--- config.mk ---
export PLATFORM = sky130hd
export DESIGN_NAME = instr_aligner
export DESIGN_NICKNAME = d
export VERILOG_FILES = /design/src/rtl/instr_aligner.sv
export SDC_FILE = /design/constraint.sdc
export NUM_CORES = 1
export LEC_CHECK = 0
export CAP_MARGIN = 20
export CORE_MARGIN = 2
export CORE_UTILIZATION = 39
export DETAILED_ROUTE_END_ITERATION = 10
export GPL_ROUTABILITY_DRIVEN = 0
export PLACE_DENSITY = 0.8
export SLEW_MARGIN = 0
export SYNTH_ARGS = -nofsm -noshare
export SYNTH_HDL_FRONTEND = slang
export SYNTH_SLANG_ARGS = --single-unit
--- constraint.sdc ---
create_clock -name s_clk_i -period 1.4 [get_ports s_clk_i]
set_input_delay 0.28 -clock s_clk_i [delete_from_list [all_inputs] [get_ports s_clk_i]]
set_output_delay 0.28 -clock s_clk_i [all_outputs]
set_load 0.02 [all_outputs]
--- src/rtl/instr_aligner.sv ---
// Instruction aligner: turns 32-bit fetch words into one registered RVC/RVI instruction per cycle.
// Define ALIGNER_RVC_EN for compressed support; without it every word is passed through at F.
module instr_aligner (
  input  logic        s_clk_i,
  input  logic        s_rst_i,
  input  logic        s_flush_i,
  input  logic        s_fetch_valid_i,
  output logic        s_fetch_ready_o,
  input  logic [31:0] s_fetch_word_i,
  input  logic [31:0] s_fetch_addr_i,
  input  logic [2:0]  s_fetch_error_i,
  input  logic        s_fetch_pred_i,
  input  logic        s_fetch_predhw_i,
  output logic        s_valid_o,
  input  logic        s_ready_i,
  output logic [31:0] s_instr_o,
  output logic [31:0] s_addr_o,
  output logic [2:0]  s_fetch_error_o,
  output logic        s_align_error_o,
  output logic        s_prediction_o
);
  // Fetch error codes shared with p_hardisc.
  localparam logic [2:0] FETCH_VALID = 3'b000;

  logic        r_valid, w_valid_d;
  logic [31:0] r_instr, w_instr_d;
  logic [31:0] r_addr, w_addr_d;
  logic [2:0]  r_err, w_err_d;
  logic        r_aerr, w_aerr_d;
  logic        r_pred, w_pred_d;
  logic        w_adv, w_ready;

  assign w_adv = ~r_valid | s_ready_i;

`ifdef ALIGNER_RVC_EN
  localparam logic [2:0] FETCH_INCER = 3'b001;

  typedef enum logic [0:0] {StEmpty, StHalf} state_e;

  state_e      r_state, w_state_d;
  logic [15:0] r_hw, w_hw_d;
  logic [31:0] r_haddr, w_haddr_d;
  logic [2:0]  r_herr, w_herr_d;
  logic        r_hpred, w_hpred_d;
  logic [15:0] w_lo, w_hi;
  logic        w_ferr, w_cut, w_hw_rvi;
  logic [31:0] w_addr_p2;

  assign w_lo      = s_fetch_word_i[15:0];
  assign w_hi      = s_fetch_word_i[31:16];
  assign w_ferr    = (s_fetch_error_i != FETCH_VALID) && (s_fetch_error_i != FETCH_INCER);
  // Taken prediction whose instruction ends in the lower halfword.
  assign w_cut     = s_fetch_pred_i & ~s_fetch_predhw_i;
  assign w_hw_rvi  = (r_hw[1:0] == 2'b11);
  assign w_addr_p2 = s_fetch_addr_i + 32'd2;

  always_comb begin
    w_state_d = r_state;
    w_hw_d    = r_hw;
    w_haddr_d = r_haddr;
    w_herr_d  = r_herr;
    w_hpred_d = r_hpred;
    w_valid_d = r_valid;
    w_instr_d = r_instr;
    w_addr_d  = r_addr;
    w_err_d   = r_err;
    w_aerr_d  = r_aerr;
    w_pred_d  = r_pred;
    w_ready   = 1'b0;
    if (s_flush_i) begin
      w_valid_d = 1'b0;
      w_state_d = StEmpty;
    end else if (w_adv) begin
      w_valid_d = 1'b0;
      unique case (r_state)
        StEmpty: begin
          if (s_fetch_valid_i) begin
            w_ready   = 1'b1;
            w_valid_d = 1'b1;
            w_instr_d = s_fetch_word_i;
            w_addr_d  = s_fetch_addr_i;
            w_err_d   = s_fetch_error_i;
            w_aerr_d  = 1'b0;
            w_pred_d  = s_fetch_pred_i;
            if (!w_ferr) begin
              if (!s_fetch_addr_i[1]) begin
                if (w_lo[1:0] != 2'b11) begin
                  w_instr_d = {16'h0, w_lo};
                  w_pred_d  = w_cut;
                  if (!w_cut) begin
                    w_state_d = StHalf;
                    w_hw_d    = w_hi;
                    w_haddr_d = w_addr_p2;
                    w_herr_d  = s_fetch_error_i;
                    w_hpred_d = s_fetch_pred_i;
                  end
                end else begin
                  w_aerr_d = w_cut;
                  w_pred_d = s_fetch_pred_i & s_fetch_predhw_i;
                end
              end else if ((w_hi[1:0] != 2'b11) || s_fetch_pred_i) begin
                w_instr_d = {16'h0, w_hi};
                w_aerr_d  = (w_hi[1:0] == 2'b11);
              end else begin
                w_valid_d = 1'b0;
                w_state_d = StHalf;
                w_hw_d    = w_hi;
                w_haddr_d = s_fetch_addr_i;
                w_herr_d  = s_fetch_error_i;
                w_hpred_d = s_fetch_pred_i;
              end
            end
          end
        end
        StHalf: begin
          // Buffered RVC, predicted-but-split RVI, or a non-contiguous word: flush the buffer out.
          if (!w_hw_rvi || r_hpred ||
              (s_fetch_valid_i && (s_fetch_addr_i != r_haddr + 32'd2))) begin
            w_valid_d = 1'b1;
            w_instr_d = {16'h0, r_hw};
            w_addr_d  = r_haddr;
            w_err_d   = r_herr;
            w_aerr_d  = w_hw_rvi;
            w_pred_d  = r_hpred;
            w_state_d = StEmpty;
          end else if (s_fetch_valid_i) begin
            w_ready   = 1'b1;
            w_valid_d = 1'b1;
            w_instr_d = {w_lo, r_hw};
            w_addr_d  = r_haddr;
            w_err_d   = w_ferr ? s_fetch_error_i : r_herr;
            w_aerr_d  = 1'b0;
            w_pred_d  = w_cut;
            if (w_cut) begin
              w_state_d = StEmpty;
            end else begin
              w_hw_d    = w_hi;
              w_haddr_d = w_addr_p2;
              w_herr_d  = s_fetch_error_i;
              w_hpred_d = s_fetch_pred_i;
            end
          end
        end
        default: w_state_d = StEmpty;
      endcase
    end
  end

  always_ff @(posedge s_clk_i) begin
    if (s_rst_i) begin
      r_state <= StEmpty;
      r_hw    <= 16'h0;
      r_haddr <= 32'h0;
      r_herr  <= 3'b000;
      r_hpred <= 1'b0;
    end else begin
      r_state <= w_state_d;
      r_hw    <= w_hw_d;
      r_haddr <= w_haddr_d;
      r_herr  <= w_herr_d;
      r_hpred <= w_hpred_d;
    end
  end
`else
  logic w_unused;
  assign w_unused = s_fetch_predhw_i;

  always_comb begin
    w_valid_d = r_valid;
    w_instr_d = r_instr;
    w_addr_d  = r_addr;
    w_err_d   = r_err;
    w_aerr_d  = r_aerr;
    w_pred_d  = r_pred;
    w_ready   = 1'b0;
    if (s_flush_i) begin
      w_valid_d = 1'b0;
    end else if (w_adv) begin
      w_valid_d = s_fetch_valid_i;
      w_ready   = s_fetch_valid_i;
      if (s_fetch_valid_i) begin
        w_instr_d = s_fetch_word_i;
        w_addr_d  = s_fetch_addr_i;
        w_err_d   = s_fetch_error_i;
        w_aerr_d  = s_fetch_addr_i[1] | (s_fetch_word_i[1:0] != 2'b11);
        w_pred_d  = s_fetch_pred_i;
      end
    end
  end
`endif

  always_ff @(posedge s_clk_i) begin
    if (s_rst_i) begin
      r_valid <= 1'b0;
      r_instr <= 32'h0;
      r_addr  <= 32'h0;
      r_err   <= FETCH_VALID;
      r_aerr  <= 1'b0;
      r_pred  <= 1'b0;
    end else begin
      r_valid <= w_valid_d;
      r_instr <= w_instr_d;
      r_addr  <= w_addr_d;
      r_err   <= w_err_d;
      r_aerr  <= w_aerr_d;
      r_pred  <= w_pred_d;
    end
  end

  assign s_fetch_ready_o = w_ready;
  assign s_valid_o       = r_valid;
  assign s_instr_o       = r_instr;
  assign s_addr_o        = r_addr;
  assign s_fetch_error_o = r_err;
  assign s_align_error_o = r_aerr;
  assign s_prediction_o  = r_pred;
endmodule

**Word-level counts from Yosys, hierarchy flattened**

Cells that the tools add are included.
W data, S select, Z words.

- Flip-flop bits (word level): 70
- Word-level logic and storage cells: 15

- Bitwise gates (word level): 4
- Equal/unequal tests: 1
- Mux-type cells: 2
- Reduce and logical (&&, ||, !) cells: 2

Operators by type and width:

| cell | number |
|---|---|
| $reduce_and A3 Y1 | 1 |
| $mux W1 | 2 |
| $ne A2 B2 Y1 const B | 1 |
| $not A1 Y1 | 2 |
| $or A1 B1 Y1 | 2 |
| $reduce_or A2 Y1 | 1 |

**Depth between registers and ports, before layout**

- Depth in word-level cells: 4
- Gate-level depth with buffers: 6
- Gate-level depth less buffers: 3

**Least setup slack after synthesis**

Ideal clock, no wire load.

- Kind: flip-flop to output port
- Start: register r_valid, in the netlist s_valid_o
- End: output port s_fetch_ready_o
- Cell stages (with the launch flop): 5
- Arrival: 1.106 ns
- Setup slack: 0.014 ns
- Cells stage by stage: dfxtp_1 > nor2b_1 > buf_2 > buf_2 > nor2_1

- Word-level cells in the longest chain between the ends: 4

RTL lines:

| element | RTL line | RTL |
|---|---|---|
| start: declaration | 25 | `logic r_valid, w_valid_d;` |
| start signal: assignment | 201 | `r_valid <= w_valid_d;` |
| $not A1 Y1 | 33 | `assign w_adv = ~r_valid \| s_ready_i;` |
| $or A1 B1 Y1 | 33 |  |
| $mux W1 | 178 | `end else if (w_adv) begin` |
| $mux W1 | 176 | `if (s_flush_i) begin` |
| end: declaration | 8 | `output logic s_fetch_ready_o,` |

No other way between the ends.

**Final worst setup path**

- Start: input port s_flush_i
- End: output port s_fetch_ready_o

- Word-level cells in the longest chain between the ends: 1

RTL lines:

| element | RTL line | RTL |
|---|---|---|
| start: declaration | 6 | `input logic s_flush_i,` |
| $mux W1 | 176 |  |

No other way between the ends.

==> run metrics <==
status=finished with violations; failing checks=setup timing; worst setup path start=s_flush_i; initial antenna violation count=0; # DRC=0; setup ws final=-52.27 ps; relative slew slack=73.23%; most frequent cells in the layout=71 x clkdlybuf4s50_1, 70 x dfxtp_1, 69 x a21oi_1, 69 x dlygate4sd2_1, 68 x nand3_1; CP Capture Type=output port; antenna cells=0; end point of the critical path=s_fetch_ready_o; ratio of final minimum period to clock period=103.7%; die height=86.98 µm; first-pass GRT wire length=12.62 mm; dominant cells by area after synthesis=dfxtp_1 52%, a21oi_1 13%, nand3_1 13%; nature of the critical path startpoint=input port; Setup TNS=-80.83 ps; Synth Warn #=0; largest net degree at the start of global routing=71; Critical R2R Launch=s_valid_o$_SDFFE_PP0P_; Routed WL per cell=14.83 µm; post-synth top area cell=dfxtp_1; HPWL after DPL=4.934 mm; die width=86.98 µm; count of buffers from port buffering=143; Register-to-Register Path Depth=4; synthesized area=2685 µm²; Worst Skew=4.790 ps; hold slack=416.1 ps; MaxCap Viol Count=0; Core Area=6719 µm²; vias=2869; most common cell after layout, fill and taps aside=clkdlybuf4s50_1; DR pass1 iterations=4; IO Count=145; clk sinks=70; # H-tree levels=3; Post-CTS Setup Inserts=0; Crit Path Category=input port to output port; CTS tree=yes; Syn Inst Count=324; Peak VDD IR=0.4845 mV; number of vias per cell=5.373; Clk Latency, worst-skew pair=330 ps; post-synthesis sequential area ratio=52.19%; Reg clk slew, reported paths=70 ps; pwr dens=1074 nW/µm²; type of the tightest min-delay check=input port to flop; CTS Buffer Depth=2; Arr. time, crit path=1170 ps; antenna-violating nets left=0; final hold vios=0; final WL=7.917 mm; # rows=30; RSZ-0062 raised after global routing=yes; Final setup viols=2; Synth-to-Final Area Change=60.21%; Die ar.=7565 µm²; Final nets=523; Pleak=0.001810 µW; Least-Margin Pin Slew=401.5 ps; cts hold-fix bufs=0; Unique masters post-synth=17; total congestion overflow=0; DR iter-0 viols=165; Yosys reg bits=70; FF-to-FF End=s_instr_o[9]$_SDFFE_PP0P_; proportion of layout cells with a drive suffix above 1=7.048%; Worst R2R Setup Slack=80 ps; vias in the first global route=2803; average size of a mapped cell=8.287 µm²; FMAX=0.6886 GHz; Req. time, crit path=1120 ps; CTS Buf Count=9; post-synth top area share=52.19%; critical path peak fanout=2; Slew Limit Fails=0; Total GRT Usage=20.75%; Clock Tree Root=clkbuf_8; Final min period=1452 ps; Net Count, Synth=398; Starting Density=39.96%
[kinds of logic after synthesis]
group,share of synthesized area (%)
buffers and inverters,7.642
DFF,52.19
AOI/OAI and AO/OA,25.54
and+or+nand+nor,14.63
[critical path: stages]
cell	delay [ps]
clkdlybuf4s50_1	450
nand2b_2	220
nor2_2	90
buf_4	140
[flip-flops by register name (all words and copies together), names as in the netlist]
signal	flops
s_align_error_o	1
s_instr_o	32
s_valid_o	1
s_fetch_error_o	3
s_prediction_o	1
s_addr_o	32
[worst min-delay path by stage]
| stage | startpoint | endpoint | slack, ps | cells past startpoint |
|---|---|---|---|---|
| final | s_rst_i | s_addr_o[15]$_SDFFE_PP0P_ | 420 | 3 |
| after global routing | s_rst_i | s_addr_o[14]$_SDFFE_PP0P_ | 420 | 3 |
| after CTS | s_rst_i | s_instr_o[1]$_SDFFE_PP0P_ | 420 | 3 |
| after detailed placement | s_addr_o[0]$_SDFFE_PP0P_ | s_addr_o[0]$_SDFFE_PP0P_ | 470 | 2 |
| after global placement | s_addr_o[4]$_SDFFE_PP0P_ | s_addr_o[4]$_SDFFE_PP0P_ | 460 | 2 |
| after floorplan | s_flush_i | s_valid_o$_SDFFE_PP0P_ | 360 | 1 |
[metrics by stage]
| step | utilization [%] | power, µW | area (µm²) | std cells | setup WS, ps |
|---|---|---|---|---|---|
| after floorplan | - | 2522 | 2685 | 324 | 14.24 |
| after global placement | 61.97 | 2970 | 4164 | 518 | -485.9 |
| after detailed placement | 61.97 | 2982 | 4164 | 518 | -484.4 |
| after CTS | 63.93 | 4665 | 4295 | 534 | -47.25 |
| after global routing | 64.02 | 4837 | 4302 | 534 | -78.12 |
| final | 64.02 | 4622 | 4302 | 534 | -52.27 |
[power breakdown]
group          internal (µW)  switching [µW]
clock                   1050             702
sequential              2080            37.8
combinational            370             379
[cells in the mapped netlist]
library cell	count
a21oi_1	69
dfxtp_1	70
buf_4	3
nand2b_1	2
o21ai_1	12
nand2_1	1
nand3_1	68
buf_6	2
nor4_1	1
buf_1	1
nor2b_1	2
clkbuf_1	7
nor2_1	2
clkbuf_2	12
o21ai_0	56
buf_2	14
nor3_1	2
[metal layers]
layer	vias to the layer above	GRT usage (%)	wire, µm
met1	1348	23.86	3373
met2	108	35.67	3771
met3	8	7.488	705
met5	-	0	0
met4	0	6.818	66
li1	1405	-	-
[cell type report]
type                            instances  area, µm²
Clock inverter                          4      70.07
Tap cell                               80      100.1
Sequential cell                        70       1401
Fill cell                             591       2417
Timing Repair Buffer                  153       1484
Multi-Input combinational cell        215       1101
Clock buffer                           12      145.1
[what timing repair did]
action                                 4_1_cts  5_1_grt
cloned                                       0        0
gates resized for setup                     77        6
endpoints found under the hold margin        0        0
setup endpoints to repair                  140       50
Note: power is estimated with default switching activity, not from simulation.
